`src/rtl/axi4_dma_pkg.sv`:
```
// Shared types and constants for the AXI4 multi-outstanding read DMA.
package axi4_dma_pkg;

  localparam logic [1:0] AXI_BURST_INCR = 2'b01;
  localparam logic [1:0] AXI_RESP_OKAY  = 2'b00;

  typedef enum logic [1:0] {
    IDLE = 2'd0,
    RUN  = 2'd1,
    DONE = 2'd2
  } dma_state_t;

  // AXI arsize encoding for a bus of data_w bits (log2 of bytes per beat).
  function automatic logic [2:0] size_of(input int data_w);
    return 3'($clog2(data_w / 8));
  endfunction

endpackage

```
`src/rtl/axi4_dma_ar_gen.sv`:
```
// AR request generator: address accumulator, issued-burst counter and the
// valid/ready hold. Addresses advance by a fixed byte increment per
// accepted burst (accumulated, never multiplied) and wrap modulo 2^ADDR_W.
module axi4_dma_ar_gen
  import axi4_dma_pkg::*;
#(
  parameter int ADDR_W = 64,
  parameter int CNT_W  = 32
) (
  input  logic              clk,
  input  logic              reset,
  input  logic              load_i,
  input  logic [ADDR_W-1:0] start_addr_i,
  input  logic [ADDR_W-1:0] incr_i,
  input  logic [CNT_W-1:0]  num_i,
  input  logic              en_i,
  input  logic              arready_i,
  output logic              arvalid_o,
  output logic [ADDR_W-1:0] araddr_o
);

  logic [ADDR_W-1:0] addr_q;
  logic [ADDR_W-1:0] incr_q;
  logic [CNT_W-1:0]  issued_q;

  // en_i only falls on an AR handshake or on reset, so a pending request
  // is never withdrawn while the slave stalls.
  assign arvalid_o = en_i && (issued_q < num_i);
  assign araddr_o  = addr_q;

  // Address/issue bookkeeping: reload on start, advance on each AR handshake.
  always_ff @(posedge clk) begin
    if (reset) begin
      addr_q   <= '0;
      incr_q   <= '0;
      issued_q <= '0;
    end else if (load_i) begin
      addr_q   <= start_addr_i;
      incr_q   <= incr_i;
      issued_q <= '0;
    end else if (arvalid_o && arready_i) begin
      addr_q   <= addr_q + incr_q;
      issued_q <= issued_q + CNT_W'(1);
    end
  end

endmodule

```
`src/rtl/axi4_dma_read_mo.sv`:
```
// AXI4 read DMA with up to MAX_OUTST bursts in flight, ap_* control plane
// and a zero-latency valid/ready output stream.
// Optional feature macro DMA_RRESP_CHECK_EN: sticky io_err on non-OKAY rresp.
//
// state | meaning
// IDLE  | waiting for io_ap_start, io_ap_idle high
// RUN   | issuing AR bursts and forwarding R beats
// DONE  | one-cycle ap_done/ap_ready pulse, then back to IDLE
module axi4_dma_read_mo
  import axi4_dma_pkg::*;
#(
  parameter int ADDR_W    = 64,
  parameter int DATA_W    = 512,
  parameter int ID_W      = 1,
  parameter int MAX_OUTST = 4,
  parameter int CNT_W     = 32
) (
  input  logic              clk,
  input  logic              reset,
  output logic              io_axi_arvalid,
  input  logic              io_axi_arready,
  output logic [ADDR_W-1:0] io_axi_araddr,
  output logic [ID_W-1:0]   io_axi_arid,
  output logic [7:0]        io_axi_arlen,
  output logic [2:0]        io_axi_arsize,
  output logic [1:0]        io_axi_arburst,
  input  logic              io_axi_rvalid,
  output logic              io_axi_rready,
  input  logic [DATA_W-1:0] io_axi_rdata,
  input  logic [ID_W-1:0]   io_axi_rid,
  input  logic [1:0]        io_axi_rresp,
  input  logic              io_axi_rlast,
  output logic              io_out_valid,
  input  logic              io_out_ready,
  output logic [DATA_W-1:0] io_out_data,
  output logic              io_out_last,
  input  logic [ADDR_W-1:0] io_start_addr,
  input  logic [7:0]        io_len_burst,
  input  logic [CNT_W-1:0]  io_num_burst,
  input  logic [15:0]       io_stride,
  output logic [CNT_W-1:0]  io_cnt_clk,
  output logic              io_err,
  input  logic              io_ap_start,
  output logic              io_ap_ready,
  output logic              io_ap_done,
  output logic              io_ap_idle
);

  localparam logic [2:0] AR_SIZE = size_of(DATA_W);
  localparam int         OUT_W   = $clog2(MAX_OUTST + 1);

  dma_state_t         state_q;
  logic               ap_idle_q;
  logic               ap_done_q;
  logic [7:0]         len_q;
  logic [CNT_W-1:0]   num_q;
  logic [CNT_W-1:0]   rx_q;
  logic [CNT_W-1:0]   cnt_q;
  logic [OUT_W-1:0]   outst_q;

  logic               run;
  logic               load;
  logic               ar_en;
  logic               ar_hs;
  logic               r_hs;
  logic               rlast_hs;
  logic [15:0]        stride_eff;
  logic [ADDR_W-1:0]  incr;

  logic               unused_rid;
  assign unused_rid = ^io_axi_rid;

  assign run  = (state_q == RUN);
  assign load = (state_q == IDLE) && io_ap_start;

  // Stride 0 means back-to-back bursts; increment is in bytes.
  assign stride_eff = (io_stride == 16'd0) ? (16'(io_len_burst) + 16'd1) : io_stride;
  assign incr       = ADDR_W'(stride_eff) << AR_SIZE;

  assign ar_en    = run && (outst_q < OUT_W'(MAX_OUTST));
  assign ar_hs    = io_axi_arvalid && io_axi_arready;
  assign r_hs     = io_axi_rvalid && io_axi_rready;
  assign rlast_hs = r_hs && io_axi_rlast;

  assign io_axi_arid    = '0;
  assign io_axi_arlen   = len_q;
  assign io_axi_arsize  = AR_SIZE;
  assign io_axi_arburst = AXI_BURST_INCR;

  assign io_axi_rready = run && io_out_ready;
  assign io_out_valid  = run && io_axi_rvalid;
  assign io_out_data   = io_axi_rdata;
  assign io_out_last   = run && io_axi_rlast && (rx_q == num_q - CNT_W'(1));

  assign io_cnt_clk  = cnt_q;
  assign io_ap_idle  = ap_idle_q;
  assign io_ap_done  = ap_done_q;
  assign io_ap_ready = ap_done_q;

  axi4_dma_ar_gen #(
    .ADDR_W (ADDR_W),
    .CNT_W  (CNT_W)
  ) u_ar_gen (
    .clk          (clk),
    .reset        (reset),
    .load_i       (load),
    .start_addr_i (io_start_addr),
    .incr_i       (incr),
    .num_i        (num_q),
    .en_i         (ar_en),
    .arready_i    (io_axi_arready),
    .arvalid_o    (io_axi_arvalid),
    .araddr_o     (io_axi_araddr)
  );

  // Control FSM with registered ap_idle/ap_done; latches the job on start.
  always_ff @(posedge clk) begin
    if (reset) begin
      state_q   <= IDLE;
      ap_idle_q <= 1'b1;
      ap_done_q <= 1'b0;
      len_q     <= '0;
      num_q     <= '0;
    end else begin
      case (state_q)
        IDLE: begin
          if (io_ap_start) begin
            len_q     <= io_len_burst;
            num_q     <= io_num_burst;
            ap_idle_q <= 1'b0;
            if (io_num_burst == '0) begin
              state_q   <= DONE;
              ap_done_q <= 1'b1;
            end else begin
              state_q <= RUN;
            end
          end
        end
        RUN: begin
          if (rx_q == num_q) begin
            state_q   <= DONE;
            ap_done_q <= 1'b1;
          end
        end
        DONE: begin
          state_q   <= IDLE;
          ap_done_q <= 1'b0;
          ap_idle_q <= 1'b1;
        end
        default: begin
          state_q   <= IDLE;
          ap_done_q <= 1'b0;
          ap_idle_q <= 1'b1;
        end
      endcase
    end
  end

  // Bursts accepted on AR but not yet closed by an accepted rlast.
  always_ff @(posedge clk) begin
    if (reset || load) begin
      outst_q <= '0;
    end else begin
      case ({ar_hs, rlast_hs})
        2'b10:   outst_q <= outst_q + OUT_W'(1);
        2'b01:   outst_q <= outst_q - OUT_W'(1);
        default: outst_q <= outst_q;
      endcase
    end
  end

  // Completed-burst counter; drives completion and the final-beat marker.
  always_ff @(posedge clk) begin
    if (reset || load) begin
      rx_q <= '0;
    end else if (rlast_hs) begin
      rx_q <= rx_q + CNT_W'(1);
    end
  end

  // Saturating count of RUN cycles, held until the next start.
  always_ff @(posedge clk) begin
    if (reset || load) begin
      cnt_q <= '0;
    end else if (run && (cnt_q != '1)) begin
      cnt_q <= cnt_q + CNT_W'(1);
    end
  end

`ifdef DMA_RRESP_CHECK_EN
  logic err_q;
  assign io_err = err_q;

  // Sticky error flag on any non-OKAY beat; data keeps flowing regardless.
  always_ff @(posedge clk) begin
    if (reset || load) begin
      err_q <= 1'b0;
    end else if (r_hs && (io_axi_rresp != AXI_RESP_OKAY)) begin
      err_q <= 1'b1;
    end
  end
`else
  logic unused_rresp;
  assign unused_rresp = ^io_axi_rresp;
  assign io_err       = 1'b0;
`endif

endmodule

```
`config.mk`:
```
export PLATFORM = sky130hd
export DESIGN_NAME = axi4_dma_read_mo
export DESIGN_NICKNAME = d
export VERILOG_FILES = /design/src/rtl/axi4_dma_pkg.sv /design/src/rtl/axi4_dma_ar_gen.sv /design/src/rtl/axi4_dma_read_mo.sv
export SDC_FILE = /design/constraint.sdc
export NUM_CORES = 1
export LEC_CHECK = 0
export BUFFER_PORTS_ARGS = -buffer_cell sky130_fd_sc_hd__buf_2
export CORE_AREA = 2 2 502 504
export CTS_CLUSTER_SIZE = 10
export DETAILED_ROUTE_END_ITERATION = 16
export DIE_AREA = 0 0 504 506
export HOLD_SLACK_MARGIN = 0.03
export PLACE_DENSITY = 0.3
export SYNTH_ARGS = -nofsm -noshare
export SYNTH_HDL_FRONTEND = slang
export SYNTH_SLANG_ARGS = --single-unit
```
`constraint.sdc`:
```
create_clock -name clk -period 12.1 [get_ports clk]
set_clock_uncertainty 0.05 [all_clocks]
set_input_delay 3.025 -clock clk [delete_from_list [all_inputs] [get_ports clk]]
set_output_delay 3.025 -clock clk [all_outputs]
set_load 0.02 [all_outputs]
```
==> results of run 1 <==
[path summary, 6_finish.rpt]
kind / slack (ps) / cells past startpoint / end / startpoint
hold reg to reg: 390 / 2 / io_ap_idle / io_ap_idle
setup / recovery: 3520 / 8 / io_out_last / io_axi_rlast
hold / removal: 390 / 2 / io_ap_idle / io_ap_idle
setup reg to reg: 7290 / 13 / u_ar_gen.araddr_o[19] / num_q[25]
[synth_stat cells, types with 4 or more instances]
| master | instances | area share, % |
|---|---|---|
| a211oi_1 | 28 | 1.3 |
| and3_1 | 24 | 0.91 |
| nor4_1 | 42 | 1.6 |
| or4_1 | 10 | 0.45 |
| nand2_1 | 138 | 3.1 |
| o22ai_1 | 9 | 0.34 |
| or3_1 | 26 | 0.99 |
| and2_1 | 9 | 0.34 |
| clkbuf_1 | 73 | 1.7 |
| buf_1 | 5 | 0.11 |
| and4_1 | 13 | 0.69 |
| nand4_1 | 58 | 2.2 |
| a21o_1 | 13 | 0.59 |
| o21ai_0 | 89 | 2.7 |
| nor2b_1 | 9 | 0.34 |
| a2111oi_0 | 12 | 0.64 |
| mux2i_1 | 9 | 0.55 |
| o21a_1 | 9 | 0.41 |
| a311oi_1 | 5 | 0.27 |
| nor3b_1 | 4 | 0.18 |
| a21oi_1 | 67 | 2.0 |
| inv_1 | 58 | 1.3 |
| dfxtp_1 | 223 | 27 |
| o31ai_1 | 5 | 0.23 |
| nand2b_1 | 11 | 0.42 |
| nor2_1 | 188 | 4.3 |
| o21bai_1 | 4 | 0.18 |
| o21ai_1 | 4 | 0.12 |
| buf_2 | 6 | 0.18 |
| a31oi_1 | 4 | 0.15 |
| nor3_1 | 43 | 1.3 |
| a22o_1 | 19 | 1.0 |
| o211ai_1 | 4 | 0.18 |
| ha_1 | 53 | 4.0 |
| or2_2 | 6 | 0.23 |
| xor2_1 | 70 | 3.7 |
| xnor2_1 | 95 | 5.0 |
| nand3_1 | 57 | 1.7 |
| buf_4 | 521 | 24 |
[worst register-to-register path, stage by stage, from the launching register on]
cell       delay, ps
dfxtp_1          470
inv_1            180
ha_1             330
and3_1           210
a221oi_1         300
a21oi_1          120
a211oi_1         360
and3_2           250
buf_4            440
inv_2            270
buf_4            360
nand2_1          840
nor2_1            80
a2111oi_0        400
[registers in the layout (all words and copies together), names as in the netlist]
register           count
outst_q                3
u_ar_gen.araddr_o     64
rx_q                  32
io_axi_arlen           8
u_ar_gen.issued_q     32
io_ap_idle             1
u_ar_gen.incr_q       16
io_cnt_clk            32
num_q                 32
io_ap_done             1
state_q                2
[cell type report]
| cell class | instances | area (µm²) |
|---|---|---|
| Clock inverter | 7 | 111.4 |
| Fill cell | 29550 | 230900 |
| Timing Repair Buffer | 251 | 1291 |
| Tap cell | 3348 | 4189 |
| Clock buffer | 59 | 1160 |
| Multi-Input combinational cell | 1202 | 7620 |
| Inverter | 60 | 225.2 |
| Antenna cell | 4 | 10.01 |
| Sequential cell | 223 | 4464 |
[cells by family after synthesis]
family	Yosys count
buf+inv	666
simple gates	660
compound gates	305
flops	223
xor+xnor	165
fa+ha+maj	55
mux	10
other cells	2
[power breakdown]
group	internal [mW]	leakage, nW	total (mW)	switching, mW
logic	0.169	3.67	0.521	0.352
registers	0.785	1.82	0.845	0.0603
clock network	0.681	0.623	1.12	0.441
[layer usage]
layer  routed length [µm]  up-vias
met3                15690      433
met2                50690      736
li1                     -     6024
met1                29600     5829
met4                 9787       26
met5                  182        -
[layout by cell type (no fill, tap or decap), drive strengths merged, types with 59 or more instances in the layout]
cell type  count
xor2          70
nand2        138
a21oi         67
nor2         188
xnor2         95
o21ai         93
clkbuf        59
buf          251
dfxtp        223
inv           60
[metrics by stage]
| step | std cells | cell area [µm²] | hold slack [ps] | util, % |
|---|---|---|---|---|
| after floorplan | 2091 | 16530 | 379.1 | - |
| final | 5154 | 19070 | 389.8 | 7.628 |
| after detailed placement | 5084 | 17790 | 388.1 | 7.115 |
| after global placement | 5084 | 17790 | 388.6 | 7.115 |
| after CTS | 5150 | 19060 | 397.9 | 7.624 |
| after global routing | 5151 | 19060 | 426.1 | 7.625 |
==> reports/qor.yml, run 1 <==
global_routing:
  antenna_found_initial: 23
  grt_pass1_vias: 13480
  grtUsageMet1_pct: 6.176
  global_route.usage.met2_pct: 13.71
  overflow: 0
  track_usage_pct: 7.996
  grt_pass1_wl_um: 135700
  grt_max_degree: 70
  busiest_layer: "met2"
  grt_util_met3_pct: 5.335
detailed_routing:
  drt_first_pass_iters: 5
  routed_wl_um: 106000
  vias: 13050
  viasPerCell: 2.532
  post-route-drc-count: 0
  wl_per_cell_um: 20.56
  drt_iter0_drc: 549
  ant_nets: 0
cts:
  root_buffer: "clkbuf_16"
  htree_num_levels: 2
  cts_setup_buffers: 0
  clock-sinks: 223
  ctsHoldBuffers: 0
  cts-buffers-inserted: 38
  clk_latency_ps: 600
  clkTransAtPathRegs_ps: 50
  ctsResizeCount: 0
  cts_tree: "built"
  cts.path.max_buffers: 3
synthesis:
  synth.area.mux_share_pct: 0.6139
  netlist_area_mm2: 0.01651
  synth_top_family_by_area: "buffers and inverters"
  synthDistinctLibCells: 76
  ys.flop_type: "dfxtp_1"
  synth_fa_ha_area_share_pct: 4.259
  synthArstFlopShare_pct: 0
  synth-xor-area-share_pct: 8.753
  synth-simple-area-share_pct: 20.27
  synth-edff-count: 0
  synth_compound_area_share_pct: 11.94
  ys_ff_latch: 223
  synth-warning-count: 0
  ys_seq_area_share_pct: 27.04
  postSynthCellCount: 2086
  avgSynthCellArea_um2: 7.914
critical_path:
  critPathMaxStageDelay_ps: 460
  cp.arrival_ps: 5500
  critPathMaxFanout: 2
  worstSetupPathType: "primary input to output port"
  worstPathRequired_ps: 9020
  path_cells: "buf_2 > nand4_1 > a2111oi_0 > o2111ai_1 > a2111oi_0 > o2111ai_1 > nor4_1 > buf_2"
  crit_path_top_delay_cell: "a2111oi_0"
  critPathTopFamily: "compound AO/OA/AOI/OAI gates"
  end_kind: "output port"
  startpoint_type: "primary input"
  path_buf_inv: 2
timing:
  tightestPinTransition_ps: 952.2
  fin_crit_ps: 8579
  finalSetupViolCount: 0
  rsz0062_at_grt: "no"
  slew_viol_final: 0
  tns_ps: 0
  hold_viol_final: 0
  setup_ws_ps: 3521
  slew_headroom_pct: 36.37
  fmax_mhz: 116.6
  fin_crit_sh_pct: 70.90
floorplan:
  core_area_mm2: 0.2500
  dieArea_mm2: 0.2550
  die_w_um: 504
  num_rows: 184
  start_util_pct: 6.603
  boundaryPins: 1272
  die_h_um: 506
pwr:
  power_density_mw_per_mm2: 130.5
  irDropWorstVdd_v: 0.00008375
  total_power_mw: 2.489
  power.leakage_nw: 6.109
min_path:
  hp-class: "flop to flop"
layout:
  nets: 2473
  syn2layout_area_growth_pct: 15.51
  drive_above_1_share_pct: 18.65
run_status:
  status: "finished, final reports clean"
placement:
  gp_congestion: 0.7314
  portBuffers: 237
  place_ws_ps: 3402
  hpwl_um: 90020
run:
  max-cap-violations: 0
(Power assumes the default switching activity.)
==> run 2: changes to the inputs <==
Settings changed: CORE_AREA 2 2 502 504 to 2 2 501 503, DIE_AREA 0 0 504 506 to 0 0 503 505, PLACE_DENSITY 0.3 to 0.31.
Clock period 12.1 ns to 7.65 ns, I/O delays scaled along.
==> run 2 against run 1 <==
  * Total power is 55% higher
  * Sequential power is 57% higher
  * Non-clock buffer count up 2
  * Highest routed layer unchanged
  * Clock-buffer cell count decreased by 12
  * Core utilization barely moved
  * Global-route usage hardly changed
  * Critical endpoint unchanged
  * Critical path depth grew 1
==> reports/qor.yml, run 2 (same netlist as run 1, synthesis figures left out) <==
layout:
  drive_above_1_share_pct: 18.52  # was 18.65%
  syn2layout_area_growth_pct: 14.69  # was 15.51%
  largest_reg_flops: 64  # unchanged
  fillers: 29270  # was 29550
  final_common_cell: "buf_2"  # unchanged
  multi_input_area_mm2: 0.007626  # was 0.007620 mm²
  stdcell_area_mm2: 0.01893  # was 0.01907 mm²
  seqCellArea_mm2: 0.004464  # unchanged
  final_cell_mix: "buf_2, dfxtp_1, nor2_1"  # unchanged
  nets: 2472  # was 2473
detailed_routing:
  wl_per_cell_um: 20.69  # was 20.56 µm
  post-route-drc-count: 0  # unchanged
  drt_first_pass_iters: 5  # unchanged
  drt_iter0_drc: 605  # was 549
  ant_nets: 0  # unchanged
  routed_wl_um: 106200  # was 106000 µm
  viasPerCell: 2.566  # was 2.532
  vias: 13170  # was 13050
critical_path:
  worstPathRequired_ps: 5690  # was 9020 ps
  r2r-end: "u_ar_gen.araddr_o[45]"  # was u_ar_gen.araddr_o[19]
  startpoint_type: "primary input"  # unchanged
  cp.arrival_ps: 4410  # was 5500 ps
  worstReg2RegStart: "num_q[11]"  # was num_q[25]
  reg2regPathDepth: 11  # was 13
  end_kind: "output port"  # unchanged
  r2r_slack_ps: 3700  # was 7290 ps
  worstSetupPathType: "primary input to output port"  # unchanged
  critPathMaxFanout: 2  # unchanged
min_path:
  min_to: "io_ap_idle"  # unchanged
  hold_depth: 2  # unchanged
  hp-class: "flop to flop"  # unchanged
  min-delay-start: "io_ap_idle"  # unchanged
placement:
  hpwl_um: 89040  # was 90020 µm
  portBuffers: 237  # unchanged
  gp_congestion: 0.7433  # was 0.7314
  placed_area_mm2: 0.01779  # about the same
global_routing:
  grt_max_degree: 63  # was 70
  overflow: 0  # unchanged
  grt_pass1_vias: 13620  # was 13480
  antenna_found_initial: 19  # was 23
  grt_pass1_wl_um: 134700  # was 135700 µm
  track_usage_pct: 8.023  # was 7.996%
timing:
  slew_headroom_pct: 32.68  # was 36.37%
  hold_viol_final: 0  # unchanged
  finalSetupViolCount: 0  # unchanged
  tightestPinTransition_ps: 1007  # was 952.2 ps
  fin_crit_ps: 6374
  fmax_mhz: 156.9
  rsz0062_at_grt: "no"  # unchanged
  fin_crit_sh_pct: 83.32
  worst_hold_slack_ps: 399.7  # was 389.8 ps
  slew_viol_final: 0  # unchanged
  tns_ps: 0  # unchanged
cts:
  ctsResizeCount: 0  # unchanged
  cts_setup_buffers: 0  # unchanged
  cts.path.max_buffers: 3  # unchanged
  root_buffer: "clkbuf_16"  # unchanged
  cts_tree: "built"  # unchanged
  clock-sinks: 223  # unchanged
  cts-buffers-inserted: 35  # was 38
  clkTransAtPathRegs_ps: 50  # about the same
  clk_latency_ps: 580  # was 600 ps
  htree_num_levels: 2  # unchanged
  ctsHoldBuffers: 0  # unchanged
pwr:
  p_int_mw: 2.524  # was 1.635 mW
  power_frac_comb_pct: 21.6  # was 20.9%
  irDropWorstVdd_v: 0.0001526  # was 0.00008375 V
  clkPwrFrac_pct: 43.8  # was 45.1%
  power_density_mw_per_mm2: 203.5  # was 130.5 mW/mm²
  p_switching_mw: 1.328  # was 853.6 µW
  p_seq_share_pct: 34.6  # was 34.0%
  power.leakage_nw: 6.058  # was 6.109 nW
  swShare_pct: 34.48  # was 34.30%
  total_power_mw: 3.853  # was 2.489 mW
run_status:
  status: "finished, final reports clean"  # unchanged
floorplan:
  die_h_um: 505  # was 506 µm
  die_w_um: 503  # was 504 µm
  dieArea_mm2: 0.2540  # was 0.2550 mm²
  core_area_mm2: 0.2482  # was 0.2500 mm²
  num_rows: 183  # was 184
  start_util_pct: 6.652  # was 6.603%
  boundaryPins: 1272  # unchanged
run:
  max-cap-violations: 0  # unchanged
## run 2: worst max path at each step
stage                            start           to  cells after the start  slack [ps]
final                     io_axi_rlast  io_out_last                      9        1280
after global routing      io_axi_rlast  io_out_last                      9         970
after CTS                 io_axi_rlast  io_out_last                      9        1120
after detailed placement  io_axi_rlast  io_out_last                      9        1130
after global placement    io_axi_rlast  io_out_last                      9         870
after floorplan           io_axi_rlast  io_out_last                      6        2020
## run 2: through the flow
step | util (%) | worst slack (ps) | std cells
finish | 7.629 | 1276 | 5130
global route | 7.629 | 972.9 | 5130
CTS | 7.627 | 1121 | 5128
detailed placement | 7.167 | 1133 | 5068
global placement | 7.167 | 871.2 | 5068
floorplan | - | 2024 | 2091
## run 2: metal layers
metal	vias to the layer above	wire [µm]	global-route usage (%)
met4	12	10040	6.823
met3	445	15570	5.073
li1	6006	-	-
met2	716	50860	13.80
met5	-	74	0.07613
met1	5987	29620	6.232
## run 2: area by class of cell
| cell class | count | share of cell area, % |
|---|---|---|
| well taps | 3330 | 22.00 |
| multi-input cells | 1202 | 40.28 |
| repair buffers | 253 | 6.899 |
| flip-flops and latches | 223 | 23.58 |
| inverters | 60 | 1.189 |
| diodes | 2 | 0.02643 |
| clock buffers | 47 | 5.075 |
| clock inverters | 13 | 0.9516 |
## run 2: power groups by stage
stage          clock (mW)  sequential [mW]  combinational, mW
2_1_floorplan           0             1.38              0.828
3_3_place_gp            0             1.36              0.876
3_5_place_dp            0             1.36              0.872
4_1_cts              1.78             1.34              0.875
5_1_grt              1.82             1.35              0.922
6_report             1.69             1.33              0.832
## run 2: worst max-delay path, cell delays in order
cell,delay [ps]
buf_2,90
nand4_1,80
a2111oi_0,450
o2111ai_1,240
a2111oi_0,450
o2111ai_1,300
nor4_2,500
buf_4,220
buf_2,160
==> run 3: changes to the inputs <==
Settings changed: ABC_AREA set to 1, CORE_AREA 2 2 501 503 to 2 2 497 499, DIE_AREA 0 0 503 505 to 0 0 499 501.
Clock period 7.65 ns to 6.2 ns, I/O delays scaled along.
==> run 3 against run 2 <==
  * Setup slack got worse by 59 ps
  * Clock power increased by 30%
  * Synthesized cell count grew 37%
  * Non-clock buffer count rose by 2
  * Global-route usage rose by 2.0 points
  * Critical path type unchanged
  * Sequential power is 29% higher
  * Worst hold slack better by 7.9 ps
  * Critical path depth up 6
  * Routed wire length up 22%
  * Total power grew 33%
  * Flip-flop and latch count is the same
==> reports/qor.yml, run 3 <==
timing:
  fmax_mhz: 200.7
  hold_viol_final: 0  # unchanged
  slew_viol_final: 0  # unchanged
  fin_crit_sh_pct: 80.37
  slew_headroom_pct: 38.71  # was 32.68%
  fin_crit_ps: 4983
  rsz0062_at_grt: "no"  # unchanged
  tns_ps: 0  # unchanged
  finalSetupViolCount: 0  # unchanged
  tightestPinTransition_ps: 915.9  # was 1007 ps
global_routing:
  overflow: 0  # unchanged
  antenna_found_initial: 7  # was 19
  grt_pass1_wl_um: 168000  # was 134700 µm
  track_usage_pct: 9.976  # was 8.023%
  grt_pass1_vias: 17430  # was 13620
  grt_max_degree: 118  # was 63
synthesis:
  synthDistinctLibCells: 50  # was 76
  netlist_area_mm2: 0.01888  # was 0.01651 mm²
  ys_seq_area_share_pct: 23.64  # was 27.04%
  ys_ff_latch: 223  # unchanged
  ys_top_cells_by_area: "dfxtp_1, buf_4, nand2_1, nor2_1, inv_1"  # was dfxtp_1, buf_4, xnor2_1, nor2_1, ha_1
  synthArstFlopShare_pct: 0  # unchanged
  synthTopCellsByCount: "buf_4, nand2_1, nor2_1"  # was buf_4, dfxtp_1, nor2_1
  postSynthCellCount: 2852  # was 2086
  synth-warning-count: 0  # unchanged
  avgSynthCellArea_um2: 6.621  # was 7.914 µm²
  yosysMostFrequentCell: "buf_4"  # unchanged
  synth-edff-count: 0  # unchanged
  ys.flop_type: "dfxtp_1"  # unchanged
  yosysTopAreaCellShare_pct: 23.64  # was 27.04%
  synth_top_cell_by_area: "dfxtp_1"  # unchanged
layout:
  drive_above_1_share_pct: 14.32  # was 18.52%
  final_common_cell: "nand2_1"  # was buf_2
  largest_reg_flops: 64  # unchanged
  final_cell_mix: "nand2_1, nor2_1, inv_1"  # was buf_2, dfxtp_1, nor2_1
  syn2layout_area_growth_pct: 13.09  # was 14.69%
  nets: 3256  # was 2472
cts:
  cts_setup_buffers: 0  # unchanged
  htree_num_levels: 2  # unchanged
  clk_latency_ps: 640  # was 580 ps
  clkTransAtPathRegs_ps: 50  # about the same
  cts-buffers-inserted: 37  # was 35
  cts_tree: "built"  # unchanged
  ctsHoldBuffers: 0  # unchanged
  cts.path.max_buffers: 3  # unchanged
  ctsResizeCount: 0  # unchanged
  root_buffer: "clkbuf_16"  # unchanged
  clock-sinks: 223  # unchanged
detailed_routing:
  vias: 17280  # was 13170
  drt_iter0_drc: 948  # was 605
  post-route-drc-count: 0  # unchanged
  drt_first_pass_iters: 5  # unchanged
  viasPerCell: 2.978  # was 2.566
  ant_nets: 0  # unchanged
  routed_wl_um: 129600  # was 106200 µm
  wl_per_cell_um: 22.34  # was 20.69 µm
floorplan:
  dieArea_mm2: 0.2500  # was 0.2540 mm²
  die_h_um: 501  # was 505 µm
  start_util_pct: 7.713  # was 6.652%
  die_w_um: 499  # was 503 µm
  boundaryPins: 1272  # unchanged
  num_rows: 182  # was 183
  core_area_mm2: 0.2448  # was 0.2482 mm²
critical_path:
  worstPathRequired_ps: 4600  # was 5690 ps
  worstSetupPathType: "primary input to output port"  # unchanged
  reg2regPathDepth: 16  # was 11
  startpoint_type: "primary input"  # unchanged
  cp.depth: 15  # was 9
  cp.arrival_ps: 3380  # was 4410 ps
  critPathMaxFanout: 2  # unchanged
  crit_path_top_delay_cell: "nor3_1"  # was nor4_2
  critPathTopFamily: "simple AND/OR/NAND/NOR gates"  # was compound AO/OA/AOI/OAI gates
  end_kind: "output port"  # unchanged
  critPathMaxStageDelay_ps: 210  # was 500 ps
  path_buf_inv: 4  # was 3
  crit_top_cell: "nor2_1"
  path_cells: "buf_2 > inv_1 > nor2_1 > buf_4 > nand2_1 > nor2_1 > nand2_1 > nor2_1 > nand3_1 > nor2_1 > nand4_1 > nor3_1 > nand4_1 > nor2_1 > buf_2"  # was buf_2 > nand4_1 > a2111oi_0 > o2111ai_1 > a2111oi_0 > o2111ai_1 > nor4_2 > buf_4 > buf_2
pwr:
  irDropWorstVdd_v: 0.0001576  # was 0.0001526 V
  power.leakage_nw: 7.808  # was 6.058 nW
  power_density_mw_per_mm2: 239.4  # was 203.5 mW/mm²
  total_power_mw: 5.111  # was 3.853 mW
run_status:
  status: "finished, final reports clean"  # unchanged
placement:
  gp_congestion: 0.7944  # was 0.7433
  hpwl_um: 111500  # was 89040 µm
  portBuffers: 237  # unchanged
run:
  max-cap-violations: 0  # unchanged
min_path:
  hp-class: "flop to flop"  # unchanged
  hold_depth: 2  # unchanged
run 3: worst min-delay path: cells and delay by family (launching register included):
kind	cells	cell delay, ps
flops	1	310
simple gates	2	110
run 3: per-layer routing:
layer / up-vias / share of wire [%] / track usage [%] / routed length, µm
met1: 7764 / 29 / 8.348 / 38220
met4: 4 / 4.8 / 4.701 / 6194
met3: 288 / 19 / 8.385 / 24200
met2: 1048 / 47 / 16.64 / 60920
met5: - / 0.079 / 0.2508 / 103
li1: 8178 / - / - / -
run 3: layout make-up:
type                            count  area [µm²]
Antenna cell                        1       2.502
Multi-Input combinational cell   1787        9295
Sequential cell                   223        4464
Clock buffer                       53        1076
Fill cell                       28860      223400
Inverter                          255       964.7
Tap cell                         3220        4029
Timing Repair Buffer              255        1359
Clock inverter                     10       162.7
run 3: worst paths after layout:
check	startpoint	endpoint	slack [ps]
max	io_axi_rlast	io_out_last	1220
min	u_ar_gen.incr_q[6]	u_ar_gen.incr_q[6]	410
max reg2reg	num_q[15]	u_ar_gen.araddr_o[49]	2340
min reg2reg	u_ar_gen.incr_q[6]	u_ar_gen.incr_q[6]	410
run 3: where the power goes:
group | leakage (nW) | switching [mW] | internal (mW) | total (mW)
registers | 1.82 | 0.169 | 1.55 | 1.72
logic | 5.39 | 0.838 | 0.359 | 1.20
clock network | 0.594 | 0.901 | 1.30 | 2.20
run 3: cells by family (layout without fill, tap and decap cells):
| logic type | count (synthesis) | in the layout | synth area share [%] |
|---|---|---|---|
| XOR/XNOR | 128 | 128 | 5.937 |
| buffers and inverters | 847 | 573 | 27.37 |
| AND/OR/NAND/NOR | 1207 | 1207 | 28.33 |
| AO/OA/AOI/OAI | 390 | 390 | 10.95 |
| adder cells (fa/ha/maj) | 55 | 55 | 3.724 |
| flip-flops | 223 | 223 | 23.64 |
| other | 2 | 8 | 0.03977 |
run 3: per-stage QoR:
| step | std cells | area (µm²) | setup WS, ps | utilization [%] | hold slack (ps) |
|---|---|---|---|---|---|
| 6_report | 5804 | 21350 | 1217 | 8.723 | 407.6 |
| 5_1_grt | 5803 | 21350 | 996.5 | 8.722 | 431.9 |
| 4_1_cts | 5803 | 21350 | 1075 | 8.722 | 412.6 |
| 3_5_place_dp | 5740 | 20110 | 1082 | 8.216 | 400.0 |
| 3_3_place_gp | 5740 | 20110 | 999.0 | 8.216 | 394.2 |
| 2_1_floorplan | 2857 | 18900 | 1991 | - | 380.2 |
